### src/rtl/stat_pkg.sv
// Shared types and constants for the stat drift engine.
package stat_pkg;

  // Two-state controller: normal operation and the single drift-apply cycle.
  typedef enum logic [0:0] {
    StRun,
    StDrift
  } drift_state_e;

  // Galois (right-shift) tap masks for maximal-length LFSRs.
  // 8-bit:  x^8 + x^6 + x^5 + x^4 + 1
  // 16-bit: x^16 + x^14 + x^13 + x^11 + 1
  localparam logic [7:0]  LFSR_TAPS_8  = 8'hB8;
  localparam logic [15:0] LFSR_TAPS_16 = 16'hB400;

endpackage

### src/rtl/lfsr_prng.sv
// Free-running Galois LFSR; exposes its low OUT_W bits as a pseudo-random value.
module lfsr_prng
  import stat_pkg::*;
#(
  parameter int unsigned WIDTH = 8,
  parameter int unsigned OUT_W = 3,
  parameter logic [7:0]  SEED  = 8'hA5
) (
  input  logic             clk,
  input  logic             reset,
  output logic [OUT_W-1:0] value
);

  localparam logic [WIDTH-1:0] TAPS = (WIDTH == 16) ? WIDTH'(LFSR_TAPS_16) : WIDTH'(LFSR_TAPS_8);
  // A zero seed would lock the register at zero forever; substitute 1.
  localparam logic [WIDTH-1:0] SAFE_SEED = (SEED == 8'h00) ? WIDTH'(1) : WIDTH'(SEED);

  logic [WIDTH-1:0] lfsr_q, lfsr_d;

  // Next state: shift right, fold the tap mask in when a one falls out.
  always_comb begin
    lfsr_d = {1'b0, lfsr_q[WIDTH-1:1]} ^ (lfsr_q[0] ? TAPS : '0);
  end

  // LFSR register, advances every cycle.
  always_ff @(posedge clk or posedge reset) begin
    if (reset) begin
      lfsr_q <= SAFE_SEED;
    end else begin
      lfsr_q <= lfsr_d;
    end
  end

  assign value = lfsr_q[OUT_W-1:0];

endmodule

### src/rtl/stat_drift_engine.sv
// Bank of saturating stats that drift upward on idle ticks and accept care add/subtract requests.
module stat_drift_engine
  import stat_pkg::*;
#(
  parameter int unsigned NUM_STATS = 6,
  parameter int unsigned STAT_W    = 4,
  parameter int unsigned TICK_DIV  = 1000,
  parameter logic [7:0]  LFSR_SEED = 8'hA5,
  parameter int unsigned RESET_VAL = 0,
  localparam int unsigned IDX_W    = $clog2(NUM_STATS)
) (
  input  logic                        clk,
  input  logic                        reset,
  input  logic                        enable,
  input  logic                        idle,
  input  logic                        care_valid,
  output logic                        care_ready,
  input  logic [IDX_W-1:0]            care_idx,
  input  logic                        care_dir,
  input  logic [STAT_W-1:0]           care_amt,
  output logic [NUM_STATS*STAT_W-1:0] stats,
  output logic [NUM_STATS-1:0]        sat_max,
  output logic                        drift_pulse,
  output logic [IDX_W-1:0]            drift_idx
);

  localparam int unsigned       CNT_W     = $clog2(TICK_DIV);
  localparam logic [CNT_W-1:0]  TICK_LAST = CNT_W'(TICK_DIV - 1);
  localparam logic [STAT_W-1:0] STAT_MAX  = '1;
  localparam logic [IDX_W:0]    NUM_L     = (IDX_W + 1)'(NUM_STATS);

  drift_state_e      state_q;
  logic [CNT_W-1:0]  presc_q;
  logic [IDX_W-1:0]  cand_q;
  logic              drift_pulse_q;
  logic [IDX_W-1:0]  drift_idx_q;
  logic [STAT_W-1:0] stat_q [NUM_STATS];
  logic [STAT_W-1:0] stat_d [NUM_STATS];
  logic [IDX_W-1:0]  rand_idx;
  logic              tick;
  logic              care_fire;
  logic              cand_ok;

  lfsr_prng #(
    .WIDTH (8),
    .OUT_W (IDX_W),
    .SEED  (LFSR_SEED)
  ) u_lfsr (
    .clk   (clk),
    .reset (reset),
    .value (rand_idx)
  );

  // Saturating add / clamping subtract, evaluated one bit wider than a stat.
  function automatic logic [STAT_W-1:0] care_apply(input logic [STAT_W-1:0] cur,
                                                   input logic [STAT_W-1:0] amt,
                                                   input logic              add);
    logic [STAT_W:0] wide;
    wide = '0;
    if (add) begin
      wide       = {1'b0, cur} + {1'b0, amt};
      care_apply = wide[STAT_W] ? STAT_MAX : wide[STAT_W-1:0];
    end else begin
      wide       = {1'b0, cur} - {1'b0, amt};
      care_apply = wide[STAT_W] ? '0 : wide[STAT_W-1:0];
    end
  endfunction

  // The prescaler only runs in RUN, so a drift tick period is TICK_DIV + 1 cycles.
  assign tick       = enable && (state_q == StRun) && (presc_q == TICK_LAST);
  assign care_ready = (state_q == StRun) && !reset;
  assign care_fire  = care_valid && care_ready;
  assign cand_ok    = ({1'b0, cand_q} < NUM_L);

  // Tick prescaler.
  always_ff @(posedge clk or posedge reset) begin
    if (reset) begin
      presc_q <= '0;
    end else if (enable && (state_q == StRun)) begin
      presc_q <= tick ? '0 : presc_q + CNT_W'(1);
    end
  end

  // Control FSM with registered drift strobe and index.
  always_ff @(posedge clk or posedge reset) begin
    if (reset) begin
      state_q       <= StRun;
      cand_q        <= '0;
      drift_pulse_q <= 1'b0;
      drift_idx_q   <= '0;
    end else begin
      case (state_q)
        StRun: begin
          drift_pulse_q <= 1'b0;
          // Ticks while a button is held are simply dropped.
          if (tick && idle) begin
            state_q <= StDrift;
            cand_q  <= rand_idx;
          end
        end
        StDrift: begin
          state_q       <= StRun;
          drift_pulse_q <= cand_ok;
          if (cand_ok) begin
            drift_idx_q <= cand_q;
          end
        end
        default: begin
          state_q       <= StRun;
          drift_pulse_q <= 1'b0;
        end
      endcase
    end
  end

  // Per-channel next value; care and drift never coincide since care is blocked in DRIFT.
  always_comb begin
    for (int i = 0; i < NUM_STATS; i++) begin
      stat_d[i] = stat_q[i];
      if (care_fire && (care_idx == IDX_W'(i))) begin
        stat_d[i] = care_apply(stat_q[i], care_amt, care_dir);
      end else if ((state_q == StDrift) && (cand_q == IDX_W'(i))) begin
        stat_d[i] = (stat_q[i] == STAT_MAX) ? STAT_MAX : stat_q[i] + STAT_W'(1);
      end
    end
  end

  // Stat registers.
  always_ff @(posedge clk or posedge reset) begin
    if (reset) begin
      for (int i = 0; i < NUM_STATS; i++) begin
        stat_q[i] <= STAT_W'(RESET_VAL);
      end
    end else begin
      for (int i = 0; i < NUM_STATS; i++) begin
        stat_q[i] <= stat_d[i];
      end
    end
  end

  // Pack stats and flag saturated channels.
  always_comb begin
    stats   = '0;
    sat_max = '0;
    for (int i = 0; i < NUM_STATS; i++) begin
      stats[i*STAT_W +: STAT_W] = stat_q[i];
      sat_max[i]                = (stat_q[i] == STAT_MAX);
    end
  end

  assign drift_pulse = drift_pulse_q;
  assign drift_idx   = drift_idx_q;

endmodule

### config.mk
export PLATFORM = sky130hd
export DESIGN_NAME = stat_drift_engine
export DESIGN_NICKNAME = d
export VERILOG_FILES = /design/src/rtl/stat_pkg.sv /design/src/rtl/lfsr_prng.sv /design/src/rtl/stat_drift_engine.sv
export SDC_FILE = /design/constraint.sdc
export NUM_CORES = 1
export LEC_CHECK = 0
export CAP_MARGIN = 20
export CORE_MARGIN = 4
export CORE_UTILIZATION = 56
export CTS_BUF_LIST = sky130_fd_sc_hd__clkbuf_16
export DETAILED_ROUTE_END_ITERATION = 16
export PLACE_DENSITY = 0.89
export SLEW_MARGIN = 5
export SYNTH_ARGS = -nofsm -noshare
export SYNTH_HDL_FRONTEND = slang
export SYNTH_SLANG_ARGS = --single-unit
### constraint.sdc
create_clock -name clk -period 2.1 [get_ports clk]
set_input_delay 0.315 -clock clk [delete_from_list [all_inputs] [get_ports clk]]
set_output_delay 0.315 -clock clk [all_outputs]
set_load 0.01 [all_outputs]
After elaboration in Yosys (flattened, before gate mapping)
Cells that the tools add are included.

operators by class
  add/sub/neg operators = 19
  multipliers = 0
  divide/modulo/power cells = 0
  $lt $le $gt $ge = 1
  eq/ne operators = 17
  shifts and indexed selects = 0
  multiplexer cells = 41
  bitwise gates (word level) = 2
  reduce and logical (&&, ||, !) cells = 28

operator list
  cell                                               count
  two-way mux 4 bit                                  36
  adder 4 x 4 -> 5 bit                               6
  subtractor 4 x 4 -> 5 bit                          6
  adder 4 x 1 -> 4 bit, second input constant        6
  == test 4 bit, second input constant               6
  logical AND 1 bit                                  17
  == test 3 x 2 -> 1 bit, second input constant      4
  == test 3 bit, second input constant               4
  nonzero test 2 bit                                 6
  adder 10 x 1 -> 10 bit, second input constant      1
  == test 10 bit, second input constant              1
  two-way mux 10 bit                                 1
  two-way mux 8 bit                                  1
  bitwise XOR 7 x 8 -> 8 bit                         1
  == test 3 x 1 -> 1 bit, second input constant      2
  logical NOT 3 bit                                  2
  one-hot mux 1 bit (2 select lines)                 2
  AND reduction 2 bit                                2
  less-than comparator 3 bit, second input constant  1
  logical NOT 1 bit                                  1
  two-way mux 1 bit                                  1
  NOT 1 bit                                          1

storage, ports and cells
  bits in registers = 50
  bits in latches = 0
  bits in writable memories = 0
  bits in read-only memories = 0
  input port bits = 13
  output and inout port bits = 35
  memories kept = 0

Depth between registers and ports, before layout
Gate-level depths: netlist of the first run.

  depth in word-level cells = 6
  gate-level depth with buffers = 8

Modules after synthesis
Synthesis of the first run repeated with hierarchy kept, for this count alone.

unflattened totals
  cells, all modules = 502
  area total of the unflattened synthesis = 4550.6 µm²

modules (own cells, without submodules)
  module             times used  cells each  area an instance (µm²)  seq. area each (µm²)
  stat_drift_engine  1           487         4292.9                  1051.0
  lfsr_prng          1           15          257.7                   205.2

Worst setup path after synthesis of the first run
Ideal clock, no wire load.

  kind = input to register
  start = in care_amt[1]
  end = reg stat_q (netlist bit stats[7])
  library setup time = 0.099 ns
  arrival time = 1.868 ns
  data required time = 2.001 ns
  slack = 0.133 ns
  stages = 7
  buffers on the path = 0
  path through = inv_1 > ha_1 > nor2b_1 > o21ai_0 > a2111oi_0 > a2111oi_2 > a311oi_1

on the way
  word-level cells in the longest chain between the ends = 4
  elaborated cells between the ends (all ways) = 6
  classes of those cells = add/sub: 2; mux: 4

RTL lines
  what                                                               line                                              text
  start, declared                                                    stat_drift_engine.sv:20                           input logic [STAT_W-1:0] care_amt,
  subtractor 4 x 4 -> 5 bit or adder 4 x 4 -> 5 bit (tied branches)  stat_drift_engine.sv:64, stat_drift_engine.sv:61
  two-way mux 4 bit, on equally long branches                        stat_drift_engine.sv:65, stat_drift_engine.sv:62
  two-way mux 4 bit (*)                                              stat_drift_engine.sv:60                           if (add) begin
  two-way mux 4 bit (*)                                              stat_drift_engine.sv:120                          if (care_fire && (care_idx == IDX_W'(i))) begin
  end signal, assigned by index                                      stat_drift_engine.sv:132                          stat_q[i] <= STAT_W'(RESET_VAL);
  end signal, assigned by index                                      stat_drift_engine.sv:136                          stat_q[i] <= stat_d[i];
  end, declared                                                      stat_drift_engine.sv:37                           logic [STAT_W-1:0] stat_q [NUM_STATS];

Every way passes the cells marked *; elsewhere a longest branch is shown, timed or not.
A chain may end at the register's enable or synchronous reset.

Worst setup path after layout of the first run
  start = reg stat_q (netlist bit stats[16])
  end = reg stat_q (netlist bit stats[19])

on the way
  word-level cells in the longest chain between the ends = 4
  elaborated cells between the ends (all ways) = 10
  classes of those cells = add/sub: 3; eq/ne: 1; mux: 6

RTL lines
  what                                                line                                                                        text
  adder 4 x 1 -> 4 bit, or another cell as far along  stat_drift_engine.sv:123                                                    stat_d[i] = (stat_q[i] == STAT_MAX) ? STAT_MAX : stat_q[i] + STAT_W'(1);
  two-way mux 4 bit, on equally long branches         stat_drift_engine.sv:123, stat_drift_engine.sv:62, stat_drift_engine.sv:65
  two-way mux 4 bit, on equally long branches         stat_drift_engine.sv:122, stat_drift_engine.sv:60
  two-way mux 4 bit (*)                               stat_drift_engine.sv:120

Every way passes the cells marked *; elsewhere a longest branch is shown, timed or not. The select of a mux whose other input is x is not followed.

==> results of run 1 <==
==> cell type report <==
class	instances	area, µm²
multi-input combinational	412	3450
inverter	42	164
timing repair buffer	124	1120
fill	508	1880
clock inverter	3	42.5
clock buffer	5	125
sequential	50	1260
tap	105	131
==> synth_stat cells, types with 5 or more instances <==
| master | number |
|---|---|
| ha_1 | 55 |
| dfrtp_1 | 46 |
| inv_1 | 42 |
| a21oi_1 | 37 |
| nand2_1 | 37 |
| o21ai_0 | 34 |
| nor2_1 | 30 |
| nor2b_1 | 28 |
| nand3_1 | 13 |
| xor2_1 | 13 |
| fa_1 | 12 |
| nand2b_1 | 12 |
| nor3_1 | 11 |
| xnor2_1 | 10 |
| nor3b_1 | 9 |
| nand3b_1 | 8 |
| o31ai_1 | 7 |
| and3_1 | 6 |
| buf_2 | 6 |
| nand4_1 | 6 |
| and4b_1 | 5 |
| mux2_2 | 5 |
| nor4_1 | 5 |
==> path summary, 6_finish.rpt <==
kind / depth (start not counted) / slack [ns] / to / from
setup / recovery: 8 / -0.03 / stats[19] / stats[16]
hold / removal: 0 / 0.37 / u_lfsr.lfsr_q[2] / u_lfsr.lfsr_q[3]
setup reg to reg: 8 / -0.03 / stats[19] / stats[16]
hold reg to reg: 0 / 0.37 / u_lfsr.lfsr_q[2] / u_lfsr.lfsr_q[3]
max in group asynchronous: 4 / 0.93 / stats[21] / reset
min in group asynchronous: 3 / 0.63 / cand_q[2] / reset
==> per-layer routing <==
| metal | track usage [%] | wire length (µm) | vias to the layer above |
|---|---|---|---|
| met5 | 0 | 0 | - |
| met4 | 12.6 | 772 | 0 |
| met3 | 4.84 | 1110 | 93 |
| met2 | 48.2 | 7590 | 286 |
| met1 | 34.2 | 5700 | 2253 |
| li1 | - | - | 2088 |
==> where the power goes <==
group / internal, µW / switching (µW) / total [µW] / leakage (µW)
clock network: 564 / 401 / 965 / 0.0000818
logic: 2140 / 2220 / 4360 / 0.00216
registers: 1200 / 399 / 1600 / 0.000607
==> state kept, by name, indices dropped and copies added, names as in the netlist <==
| name | cells |
|---|---|
| presc_q | 10 |
| u_lfsr.lfsr_q | 8 |
| drift_pulse | 1 |
| cand_q | 3 |
| stats | 24 |
| state_q | 1 |
| drift_idx | 3 |
==> worst max-delay path, delay by kind of cell, from the launching register on <==
kind | cells | cell delay (ns)
compound gates | 4 | 0.87
flops | 1 | 0.40
buf+inv | 2 | 0.29
fa+ha+maj | 2 | 0.46
==> stage by stage <==
stage | hold WS (ns) | instance area, µm² | util [%]
after detailed placement | 0.352 | 5740 | 70.2
after global placement | 0.336 | 5740 | 70.2
after CTS | 0.368 | 5990 | 73.3
after floorplan | 0.333 | 4660 | -
final | 0.368 | 6290 | 77.0
after global routing | 0.384 | 6290 | 77.0
==> cell families (layout without fill, tap and decap cells) <==
| kind of cell | count (synthesis) | count (layout) |
|---|---|---|
| adders and majority gates | 67 | 67 |
| xor gates and xnor gates | 23 | 23 |
| and+or+nand+nor | 187 | 187 |
| muxes | 10 | 10 |
| DFF | 50 | 50 |
| buffers and inverters | 54 | 174 |
| AOI/OAI and AO/OA | 125 | 125 |
==> what timing repair did <==
item / in CTS / in global routing
resized for setup: 22 / 60
endpoints found under the setup margin: 22 / 25
pin swaps: 2 / 13
buffers inserted: 4 / 6
==> run metrics, run 1 <==
failing checks negative setup slack; initial antenna violation count 0; Clock Skews 0.00862 ns; setup TNS -0.0366 ns; worst rel slew slack 64.6%; Final Hold Fails 0; Die X-Extent 99.2 µm; Num CTS Buffers 5; port bufs 47; CP peak stage delay 0.43 ns; layout cell share with drive strength beyond 1 25.9%; placed insts 723; residual DRC count 0; cell count after synthesis 516; Critical Path RT 2.28 ns; total number of vias ~4,700; ys async rst share 100%; Pwr per Cell Area 1100 mW/mm²; std cell rows 33; clock-pin slew on the worst setup and hold paths 0.07 ns; drt total wl 15,200 µm; Max FO, Critical Path 6; 1st-iter DRT viols 366; Final period util 101%; startpoint types flop; synth top area cells dfrtp_1 25%, ha_1 15%, fa_1 5.2%, a21oi_1 4.0%, nor2b_1 3.8%; die area 0.00985 mm²; # setup viols final 2; Post-synth EDFFs 0; unique cell type count in the Yosys netlist 68; RSZ-0062 raised after global routing true; gpl congestion 0.947; FMAX 0.470 GHz; Tightest Pin Transition between 0.5 and 0.6 ns; wire per inst 20.5 µm; synthesized cell area 0.00466 mm²; mux cell area share after synthesis 2.31%; dpl ws -0.496 ns; post-cts hold buffer count 0; crit path DAT 2.31 ns; Layout Cells excl Fill 741; Synth top area share 24.7%; most common cell after layout, fill and taps aside buf_4; max-slew violations 0; Pleak ~0.0029 µW; starting density of the core between 50% and 60%; post-synthesis adder-cell area fraction 19.9%; drt pass-1 iters 5; fin crit period 2.13 ns; grt total ovfl 0; H-tree depth 2; hold crit path type flop to flop; Synth area leader dfrtp_1; post-synthesis sequential area ratio between 20 and 30%; CTS sink count 50; maximum vdd drop 0.000669 V; post-DP HPWL 9750 µm; max-cap violation count 0; IO Pins 48; largest family of logic cells by synthesized area simple AND/OR/NAND/NOR gates; CTS tree yes; Synth Register Bits 50; CP Class flop to flop; area share of and/or/nand/nor cells after synthesis around 24%; worst-path cell chain buf_4, ha_1, inv_1, fa_1, o21bai_1, a221oi_2, o21ai_1, a2bb2oi_1; area of the core 0.00818 mm²; Yosys Warn Count 0; Die Ht 99.2 µm; Bufs on Longest Clock Path 2; largest net degree at the start of global routing 25; Crit-path slowest cell a221oi_2; Compound-Gate Fraction of Synth Area between 15 and 20%; Area Overhead vs Synth 35.1%; total track usage 28.0%; NumNets Final 715; Root Driver clkbuf_16; vias in the first global route around 4,600; Syn Area/Cell approximately 9 µm²; overall power 6920 µW; commonest cells after routing, fill and taps aside 71 x buf_4, 44 x ha_1, 41 x clkdlybuf4s50_1; worst setup margin -0.0276 ns; ANT nets after route 0; Synth Area in XOR/XNOR 4.32%; first-pass GRT wire length 22,200 µm; syn nets 596; Worst Setup End Kind flop; vias per cell 6.37; Synth Flop Type dfrtp_1; Worst-Skew Late Latency 0.30 ns; n_diodes 0; status complete, but fails checks
No activity file was read; power rests on OpenSTA's default activity.
==> run 2, diff against run 1 <==
--- a/config.mk
+++ b/config.mk
@@ -10,6 +10,7 @@
 export CORE_UTILIZATION = 56
 export CTS_BUF_LIST = sky130_fd_sc_hd__clkbuf_16
 export DETAILED_ROUTE_END_ITERATION = 16
+export GPL_ROUTABILITY_DRIVEN = 1
 export PLACE_DENSITY = 0.89
 export SLEW_MARGIN = 5
 export SYNTH_ARGS = -nofsm -noshare
==> results of run 2 <==
The final DEF is identical to that of run 1; final timing and power are the same.
